### src/rtl/level_sequencer.sv
// rtl/level_sequencer.sv - game-flow controller sequencing menu, level load, play, banners and unlocks
module level_sequencer #(
  parameter int NUM_LEVELS    = 5,
  parameter int LOAD_CYCLES   = 4,
  parameter int BANNER_CYCLES = 100_000_000,
  parameter int TIMER_W       = 27
) (
  input  logic                  clk,
  input  logic                  rst,
  input  logic [9:0]            key_down,
  input  logic [NUM_LEVELS-1:0] level_clear,
  input  logic [NUM_LEVELS-1:0] level_fail,
  output logic [2:0]            map,
  output logic                  select,
  output logic [NUM_LEVELS:0]   map_en,
  output logic                  map_rst,
  output logic [2:0]            unlocked,
  output logic [1:0]            banner,
  output logic [2:0]            state
);

  typedef enum logic [2:0] {
    S_MENU  = 3'd0,
    S_LOAD  = 3'd1,
    S_PLAY  = 3'd2,
    S_CLEAR = 3'd3,
    S_FAIL  = 3'd4,
    S_DONE  = 3'd5
  } state_t;

  localparam logic [2:0]         LAST_LEVEL  = 3'(NUM_LEVELS);
  localparam logic [TIMER_W-1:0] LOAD_LAST   = TIMER_W'(LOAD_CYCLES - 1);
  localparam logic [TIMER_W-1:0] BANNER_LAST = TIMER_W'(BANNER_CYCLES - 1);
  localparam logic [NUM_LEVELS:0] MENU_EN    = {{NUM_LEVELS{1'b0}}, 1'b1};

  state_t               state_q, state_d;
  logic [2:0]           map_q, map_d;
  logic [2:0]           unlocked_q, unlocked_d;
  logic [TIMER_W-1:0]   timer_q, timer_d;
  logic                 armed_q, armed_d;
  logic                 select_q, select_d;
  logic [NUM_LEVELS:0]  map_en_q, map_en_d;
  logic                 map_rst_q, map_rst_d;
  logic [1:0]           banner_q, banner_d;

  logic fire;
  logic act_esc, act_sel, act_next, act_prev;
  logic cur_clear, cur_fail;
  logic load_done, banner_done;

  // One action per key press: fire only when re-armed, pick a single winner by priority
  always_comb begin
    fire     = armed_q && (key_down != 10'd0);
    act_esc  = fire && key_down[9];
    act_sel  = fire && !key_down[9] && key_down[8];
    act_next = fire && !key_down[9] && !key_down[8] && (key_down[0] || key_down[4]);
    act_prev = fire && !key_down[9] && !key_down[8] && !(key_down[0] || key_down[4])
               && (key_down[2] || key_down[6]);
    if (fire) begin
      armed_d = 1'b0;
    end else if (key_down == 10'd0) begin
      armed_d = 1'b1;
    end else begin
      armed_d = armed_q;
    end
  end

  // Pick out the clear/fail flags of the level currently being played; others are ignored
  always_comb begin
    cur_clear = 1'b0;
    cur_fail  = 1'b0;
    for (int i = 0; i < NUM_LEVELS; i++) begin
      if (map_q == 3'(i + 1)) begin
        cur_clear = level_clear[i];
        cur_fail  = level_fail[i];
      end
    end
  end

  assign load_done   = (timer_q == LOAD_LAST);
  assign banner_done = (timer_q == BANNER_LAST);

  // Next-state, cursor and unlock progression
  always_comb begin
    state_d    = state_q;
    map_d      = map_q;
    unlocked_d = unlocked_q;
    case (state_q)
      S_MENU: begin
        if (act_sel) begin
          state_d = S_LOAD;
        end else if (act_next) begin
          if (map_q < unlocked_q) map_d = map_q + 3'd1;
        end else if (act_prev) begin
          if (map_q > 3'd1) map_d = map_q - 3'd1;
        end
      end
      S_LOAD: begin
        if (load_done) state_d = S_PLAY;
      end
      S_PLAY: begin
        if (cur_clear) begin
          state_d = S_CLEAR;
          // Beating the frontier level opens the next one
          if ((map_q == unlocked_q) && (unlocked_q < LAST_LEVEL)) begin
            unlocked_d = unlocked_q + 3'd1;
          end
        end else if (cur_fail) begin
          state_d = S_FAIL;
        end else if (act_esc) begin
          state_d = S_MENU;
        end
      end
      S_CLEAR: begin
        if (act_esc) begin
          state_d = S_MENU;
        end else if (act_sel || banner_done) begin
          if (map_q == LAST_LEVEL) begin
            state_d = S_DONE;
          end else begin
            state_d = S_LOAD;
            map_d   = map_q + 3'd1;
          end
        end
      end
      S_FAIL: begin
        if (act_esc) begin
          state_d = S_MENU;
        end else if (act_sel || banner_done) begin
          state_d = S_LOAD;
        end
      end
      S_DONE: begin
        if (act_esc || act_sel) begin
          state_d = S_MENU;
          map_d   = 3'd1;
        end
      end
      default: begin
        state_d = S_MENU;
        map_d   = 3'd1;
      end
    endcase
  end

  // Timer restarts on every state change; registered outputs decoded from the next state
  always_comb begin
    timer_d   = (state_d != state_q) ? '0 : timer_q + TIMER_W'(1);
    select_d  = (state_d != S_MENU);
    map_rst_d = (state_d == S_LOAD);
    map_en_d  = '0;
    map_en_d[0] = (state_d == S_MENU);
    for (int i = 1; i <= NUM_LEVELS; i++) begin
      map_en_d[i] = (state_d == S_PLAY) && (map_d == 3'(i));
    end
    case (state_d)
      S_CLEAR: banner_d = 2'd1;
      S_FAIL:  banner_d = 2'd2;
      S_DONE:  banner_d = 2'd3;
      default: banner_d = 2'd0;
    endcase
  end

  // State and output registers with synchronous reset
  always_ff @(posedge clk) begin
    if (rst) begin
      state_q    <= S_MENU;
      map_q      <= 3'd1;
      unlocked_q <= 3'd1;
      timer_q    <= '0;
      armed_q    <= 1'b1;
      select_q   <= 1'b0;
      map_en_q   <= MENU_EN;
      map_rst_q  <= 1'b0;
      banner_q   <= 2'd0;
    end else begin
      state_q    <= state_d;
      map_q      <= map_d;
      unlocked_q <= unlocked_d;
      timer_q    <= timer_d;
      armed_q    <= armed_d;
      select_q   <= select_d;
      map_en_q   <= map_en_d;
      map_rst_q  <= map_rst_d;
      banner_q   <= banner_d;
    end
  end

  assign state    = state_q;
  assign map      = map_q;
  assign unlocked = unlocked_q;
  assign select   = select_q;
  assign map_en   = map_en_q;
  assign map_rst  = map_rst_q;
  assign banner   = banner_q;

endmodule

### config.mk
export PLATFORM = sky130hd
export DESIGN_NAME = level_sequencer
export DESIGN_NICKNAME = d
export VERILOG_FILES = /design/src/rtl/level_sequencer.sv
export SDC_FILE = /design/constraint.sdc
export NUM_CORES = 1
export LEC_CHECK = 0
export ABC_AREA = 1
export ABC_CLOCK_PERIOD_IN_PS = 4300
export CAP_MARGIN = 20
export CORE_MARGIN = 2
export CORE_UTILIZATION = 60
export CTS_CLUSTER_SIZE = 12
export DETAILED_ROUTE_END_ITERATION = 16
export PLACE_DENSITY = 0.95
export SYNTH_ARGS = -nofsm -noshare
export SYNTH_HDL_FRONTEND = slang
export SYNTH_SLANG_ARGS = --single-unit
### constraint.sdc
create_clock -name clk -period 4.3 [get_ports clk]
set_clock_uncertainty 0.2 [all_clocks]
set_input_delay 0.43 -clock clk [delete_from_list [all_inputs] [get_ports clk]]
set_output_delay 0.43 -clock clk [all_outputs]
set_load 0.02 [all_outputs]
==> results.md, run 1 <==
* Sequential area share after synthesis at 0.296
* Die Ht at 76.8 um
* TritonRoute pass-1 iters at 5
* Pleak at 1.65 nW
* H-tree Lvls at 2
* Synthesized Nets at 523
* Clock tree root buffer cell: clkbuf_8
* Worst slew margin at 0.603
* # clock sinks at 47
* # setup viols final at 0
* Setup TNS at 0 ns
* Initial antenna violation count at 0
* Drt initial violations at 198
* Setup CP Type: reg2reg
* DP HPWL at 5860 um
* # diodes at 0
* Number of fillers in the final layout at 409
* Starting density of the core at 0.622
* Synth warn at 0
* CTS resizes at 0
* Post-synthesis cell area at 0.00318 mm2
* # Max-Cap Violations at 0
* I/O Buffers at 40
* Crit share post-route at 0.635
* Vias/cell at 5.21
* Critical path endpoint category: flip-flop
* Post-route DRC at 0
* CP arrival at 2.76 ns
* Reg area at 941 um2
* Vias in the first global route at 2883
* CTS clk-pin slew, worst paths at 0.09 ns
* Wirelength per Cell at 12.1 um
* Ys async rst share at 0
* Final core utilization at 0.723
* Share of cells above drive strength 1 at 0.0960
* Worst VDD drop at 217 uV
* Nets at 565
* Worst-margin pin slew at 0.591 ns
* Slew Limit Fails at 0
* Largest net degree at the start of global routing at 28
* Post-CTS Hold Fix Bufs at 0
* Crit-path max FO at 27
* Clock Tree Buf Depth at 2
* Main synth FF type: dfxtp_1
* Die area at 0.00590 mm2
* Wirelength, routed at 7300 um
* Cts bufs inserted at 5
* Synth Instances at 490
* Tmin final at 2.73 ns
* #FFs+latches synth at 47
* Clk Latency, worst-skew pair at 0.31 ns
* Row cnt at 26
* Number of placed I/O pins at 41
* Worst endpoint required time at 4.33 ns
* Setup Buffers After CTS at 0
* CTS tree: built
* Post-synth EDFFs at 0
* HP Class: reg2reg
* Core area at 0.00511 mm2
* Run status: completed
* Area growth, synth to finish at 16.2%
* PD cells at 233 mW/mm2
* Gr usage total at 0.256
* DRT antenna net count at 0
* Vias after detailed routing at 3134
* Chip width at 76.8 um
* Setup crit start kind: flip-flop
* Global route total overflow at 0
* GP Congestion at 0.904
* Distinct cell type count of the synthesized netlist at 34
* Multi-input gate area at 0.00181 mm2
* Global-route wire length before repair at 12500 um
* RSZ-0062 raised after global routing: false
* Syn avg cell area at 6.49 um2
* FMAX at 0.366 GHz
* Hold Vio Cnt, Final at 0
power by group:
part           internal (W)  switching, W  total [W]  leakage (nW)
sequential         0.000443    0.00000886   0.000452         0.380
clock              0.000108      0.000145   0.000253        0.0361
combinational     0.0000612     0.0000947   0.000156          1.24
total              0.000612      0.000248   0.000861          1.65
final timing paths:
path              startpoint     endpoint  slack [ns]  depth (start not counted)
setup / recovery      map[2]  timer_q[23]        1.57                         13
hold / removal    timer_q[0]   timer_q[0]        0.25                          1
setup reg to reg      map[2]  timer_q[23]        1.57                         13
hold reg to reg   timer_q[0]   timer_q[0]        0.25                          1
cells by family (layout without fill, tap and decap cells):
group | Yosys count | after routing | synth area share
flops | 47 | 47 | 0.296
compound gates | 25 | 25 | 0.0429
fa+ha+maj | 11 | 11 | 0.0433
simple gates | 274 | 274 | 0.407
xor+xnor | 28 | 28 | 0.0772
buf+inv | 105 | 146 | 0.134
critical path: stages (launching register included):
cell,delay [ns]
dfxtp_1,0.58
inv_2,0.14
ha_1,0.22
inv_1,0.11
nor2_1,0.05
nor2_1,0.09
nand2_1,0.07
a21oi_1,0.18
nand3_1,0.13
nand4_2,0.13
nand2_2,0.09
nand2_2,0.10
nand3_4,0.34
nor2_1,0.20
final cells by class:
class	instances	area share
clock buffer	5	0.0186
clock inverter	1	0.00203
inverter	100	0.102
multi-input combinational	338	0.491
sequential	47	0.255
tap	70	0.0237
timing repair buffer	40	0.108
flip-flops by register name (all words and copies together), names as in the netlist:
name / count
armed_q: 1
banner: 2
map: 3
map_en: 6
map_rst: 1
select: 1
state: 3
timer_q: 27
unlocked: 3
routing by layer:
layer | wire length, um | GRT usage | share of wire
met1 | 2990 | 0.296 | 0.41
met2 | 3760 | 0.468 | 0.51
met3 | 375 | 0.0424 | 0.051
met4 | 175 | 0.0982 | 0.024
met5 | 0 | 0 | 0
Yosys cell counts, types with 2 or more instances:
cell	instances	area share
inv_2	6	0.0071
inv_1	93	0.11
xor2_1	27	0.074
nand2_1	106	0.13
nor2_2	21	0.041
ha_1	11	0.043
buf_6	4	0.014
nand3_2	2	0.0063
o211ai_1	2	0.0047
nor2_4	2	0.0071
nand2_2	8	0.016
nand3_1	33	0.052
a21oi_1	8	0.013
nor3_2	2	0.0063
a31oi_1	2	0.0039
nor4_1	2	0.0039
nand4_1	15	0.030
nor3_1	20	0.031
o21ai_0	11	0.017
dfxtp_1	47	0.30
or2_2	2	0.0039
nor2_1	54	0.064
cells in the final DEF, fill, tap and decap left out, drive strengths merged, types with 3 or more instances in the layout:
master         netlist  routed
a21oi                8       8
clkbuf               0       5
clkdlybuf4s50        0      40
dfxtp               47      47
ha                  11      11
inv                 99      99
nand2              114     114
nand3               36      36
nand4               16      16
nor2                77      77
nor3                22      22
o21ai               11      11
or2                  3       3
xor2                27      27
metrics by stage:
stage	power, W	cell area, um2	worst slack [ns]	cells	hold WS (ns)
CTS	0.000867	3690	1.57	601	0.245
floorplan	0.000567	3180	2.04	490	0.213
global placement	0.000610	3620	1.64	595	0.222
global route	0.000903	3690	1.23	601	0.280
finish	0.000861	3690	1.57	601	0.248
detailed placement	0.000616	3620	1.55	595	0.231
Note: power is estimated with default switching activity, not from simulation.
==> inputs of run 2 (changes only) <==
- ABC_CLOCK_PERIOD_IN_PS: 4300 -> 2350
- CORE_UTILIZATION: 60 -> 50
- PLACE_DENSITY: 0.95 -> 0.86
- clock period: 4.3 -> 2.35 ns (I/O delays scaled with it)
==> run 2 against run 1 <==
Worst hold slack hardly changed. Register-to-register slack worse by 1.5 ns. Non-clock buffer count is 17 higher. Via count is 4.0% higher. Count of clock-buffer cells in the layout is 2 higher.
==> results.md, run 2 (same netlist as run 1, synthesis figures left out) <==
* FMAX at 0.448 GHz (+22%)
* Setup crit start kind: flip-flop
* Hold Vio Cnt, Final at 0 (unchanged)
* Worst slew margin at 0.718 (+0.116)
* Hold slack at 0.248 ns (+0.0000630 ns)
* Max FFs per register at 27 (unchanged)
* CTS clk-pin slew, worst paths at 0.09 ns (about the same)
* Worst-margin pin slew at 0.419 ns (-0.172 ns)
* Drt initial violations at 169 (-15%)
* Number of placed I/O pins at 41 (unchanged)
* Post-route DRC at 0 (unchanged)
* Wirelength, routed at 8100 um (+11%)
* Largest net degree at the start of global routing at 18 (-36%)
* # Max-Cap Violations at 0 (unchanged)
* DRT antenna net count at 0 (unchanged)
* R2R Setup Slk at 0.12 ns (-1.45 ns)
* Row cnt at 29 (+12%)
* CP Cell Sequence: ha_1, ha_1, inv_2, nor2_1, nor2_1, nand2_1, a21oi_1, nand3_2, nand4_2, nand2_2, nand2_2, nand3_4, clkbuf_16, nor2_2
* Core area at 0.00624 mm2 (+22%)
* CP arrival at 2.28 ns (-0.48 ns)
* Vias/cell at 5.20 (-0.35%)
* Die area at 0.00701 mm2 (+19%)
* DP HPWL at 6070 um (+3.4%)
* Slowest-stage cell, CP: dfxtp_4
* WHS Path Cells at 1 (unchanged)
* Clk Latency, worst-skew pair at 0.30 ns (about the same)
* Worst VDD drop at 282 uV (+30%)
* Pleak at 1.80 nW (+8.8%)
* H-tree Lvls at 2 (unchanged)
* HP Class: reg2reg
* Largest reg by FF count: timer_q
* Chip width at 83.7 um (+9.0%)
* Area growth, synth to finish at 26.9%
* R2R Path Start: map[1]
* Critical path endpoint category: flip-flop
* Critical path's largest stage delay at 0.38 ns (-0.20 ns)
* Worst endpoint required time at 2.40 ns (-1.93 ns)
* Hold Crit Start: timer_q[0]
* Vias after detailed routing at 3258 (+4.0%)
* Crit-path max FO at 8 (-70%)
* Global route total overflow at 0 (unchanged)
* PD cells at 423 mW/mm2 (+81%)
* Cts bufs inserted at 5 (unchanged)
* # setup viols final at 0 (unchanged)
* Register-to-Register Path Depth at 14 (+1)
* RR Endpoint: timer_q[11]
* Die Ht at 83.7 um (+9.0%)
* Setup CP Type: reg2reg
* I/O Buffers at 40 (unchanged)
* Clock tree root buffer cell: clkbuf_8
* WHS Endpoint: timer_q[0]
* Most common cell after layout, fill and taps aside: nand2_1
* Crit share post-route at 0.950 (+0.315)
* Initial antenna violation count at 0 (unchanged)
* Nets at 582 (+3.0%)
* Gr usage total at 0.228 (-0.0276)
* Share of cells above drive strength 1 at 0.173 (+0.0767)
* Vias in the first global route at 3298 (+14%)
* Global-route wire length before repair at 13400 um (+7.5%)
* Most frequent cells in the layout: nand2_1, inv_1, nor2_1
* CTS tree: built
* Tmin final at 2.23 ns (-0.498 ns)
* Slew Limit Fails at 0 (unchanged)
* GP Congestion at 0.929 (+2.8%)
* TritonRoute pass-1 iters at 5 (unchanged)
* Final Total Pwr at 0.00170 W (+98%)
* Starting density of the core at 0.509 (-0.113)
* Clock Tree Buf Depth at 2 (unchanged)
* # diodes at 0 (unchanged)
* # clock sinks at 47 (unchanged)
* Wirelength per Cell at 12.9 um (+6.4%)
* Run status: completed
==> run 2: cell count changes in the layout (fill, tap and decap cells not counted), sizes merged <==
| cell | change |
|---|---|
| buf | +16 |
| clkbuf | +3 |
| clkinv | +1 |
| clkinvlp | -1 |
==> run 2: metal layers <==
layer  vias to the layer above  track usage  share of wire
li1                       1633            -              -
met1                      1468        0.234           0.40
met2                       121        0.431           0.51
met3                        36       0.0514          0.053
met4                         0        0.111          0.037
met5                         -            0              0
==> run 2: area by class of cell <==
type	count	area, um2
inverters	100	378
clock inverters	1	8.76
well taps	77	96.3
fillers	540	2210
repair buffers	57	571
clock buffers	7	86.3
multi-input cells	338	1940
flip-flops and latches	47	955
==> run 2: through the flow <==
step                TNS [ns]  area (um2)   util  cells  setup WS (ns)
floorplan                  0        3180      -    490         0.0884
global placement           0        3750  0.600    615         0.0214
detailed placement   -0.0733        3750  0.600    615        -0.0581
CTS                        0        3860  0.619    623         0.0205
global route          -0.250        4030  0.646    627        -0.0308
finish                     0        4030  0.646    627          0.117
==> run 2: critical path: cells and delay by family (launching register included) <==
family / cells / cell delay [ns]
and+or+nand+nor: 9 / 0.78
DFF: 1 / 0.38
adders and majority gates: 2 / 0.38
buffers and inverters: 2 / 0.27
AOI/OAI and AO/OA: 1 / 0.16
==> run 2: worst max-delay path by stage <==
stage,endpoint,depth (start not counted),start
6_report,timer_q[11],14,map[1]
5_1_grt,timer_q[14],15,map[0]
4_1_cts,timer_q[20],11,timer_q[0]
3_5_place_dp,map_en[2],13,map[1]
3_3_place_gp,map_en[2],13,map[1]
2_1_floorplan,timer_q[16],16,map[1]
==> run 2: repair_timing <==
action | CTS | global route
setup endpoints to repair | 16 | 37
cloned | 0 | 1
gates resized for setup | 5 | 33
hold buffers | 0 | 0
pin swaps | 0 | 9
endpoints found under the hold margin | 0 | 0
buffers inserted | 0 | 3
==> run 2: power breakdown <==
group          switching, W  internal [W]
combinational      0.000200      0.000161
clock              0.000272      0.000241
sequential        0.0000167      0.000812
total              0.000489       0.00121
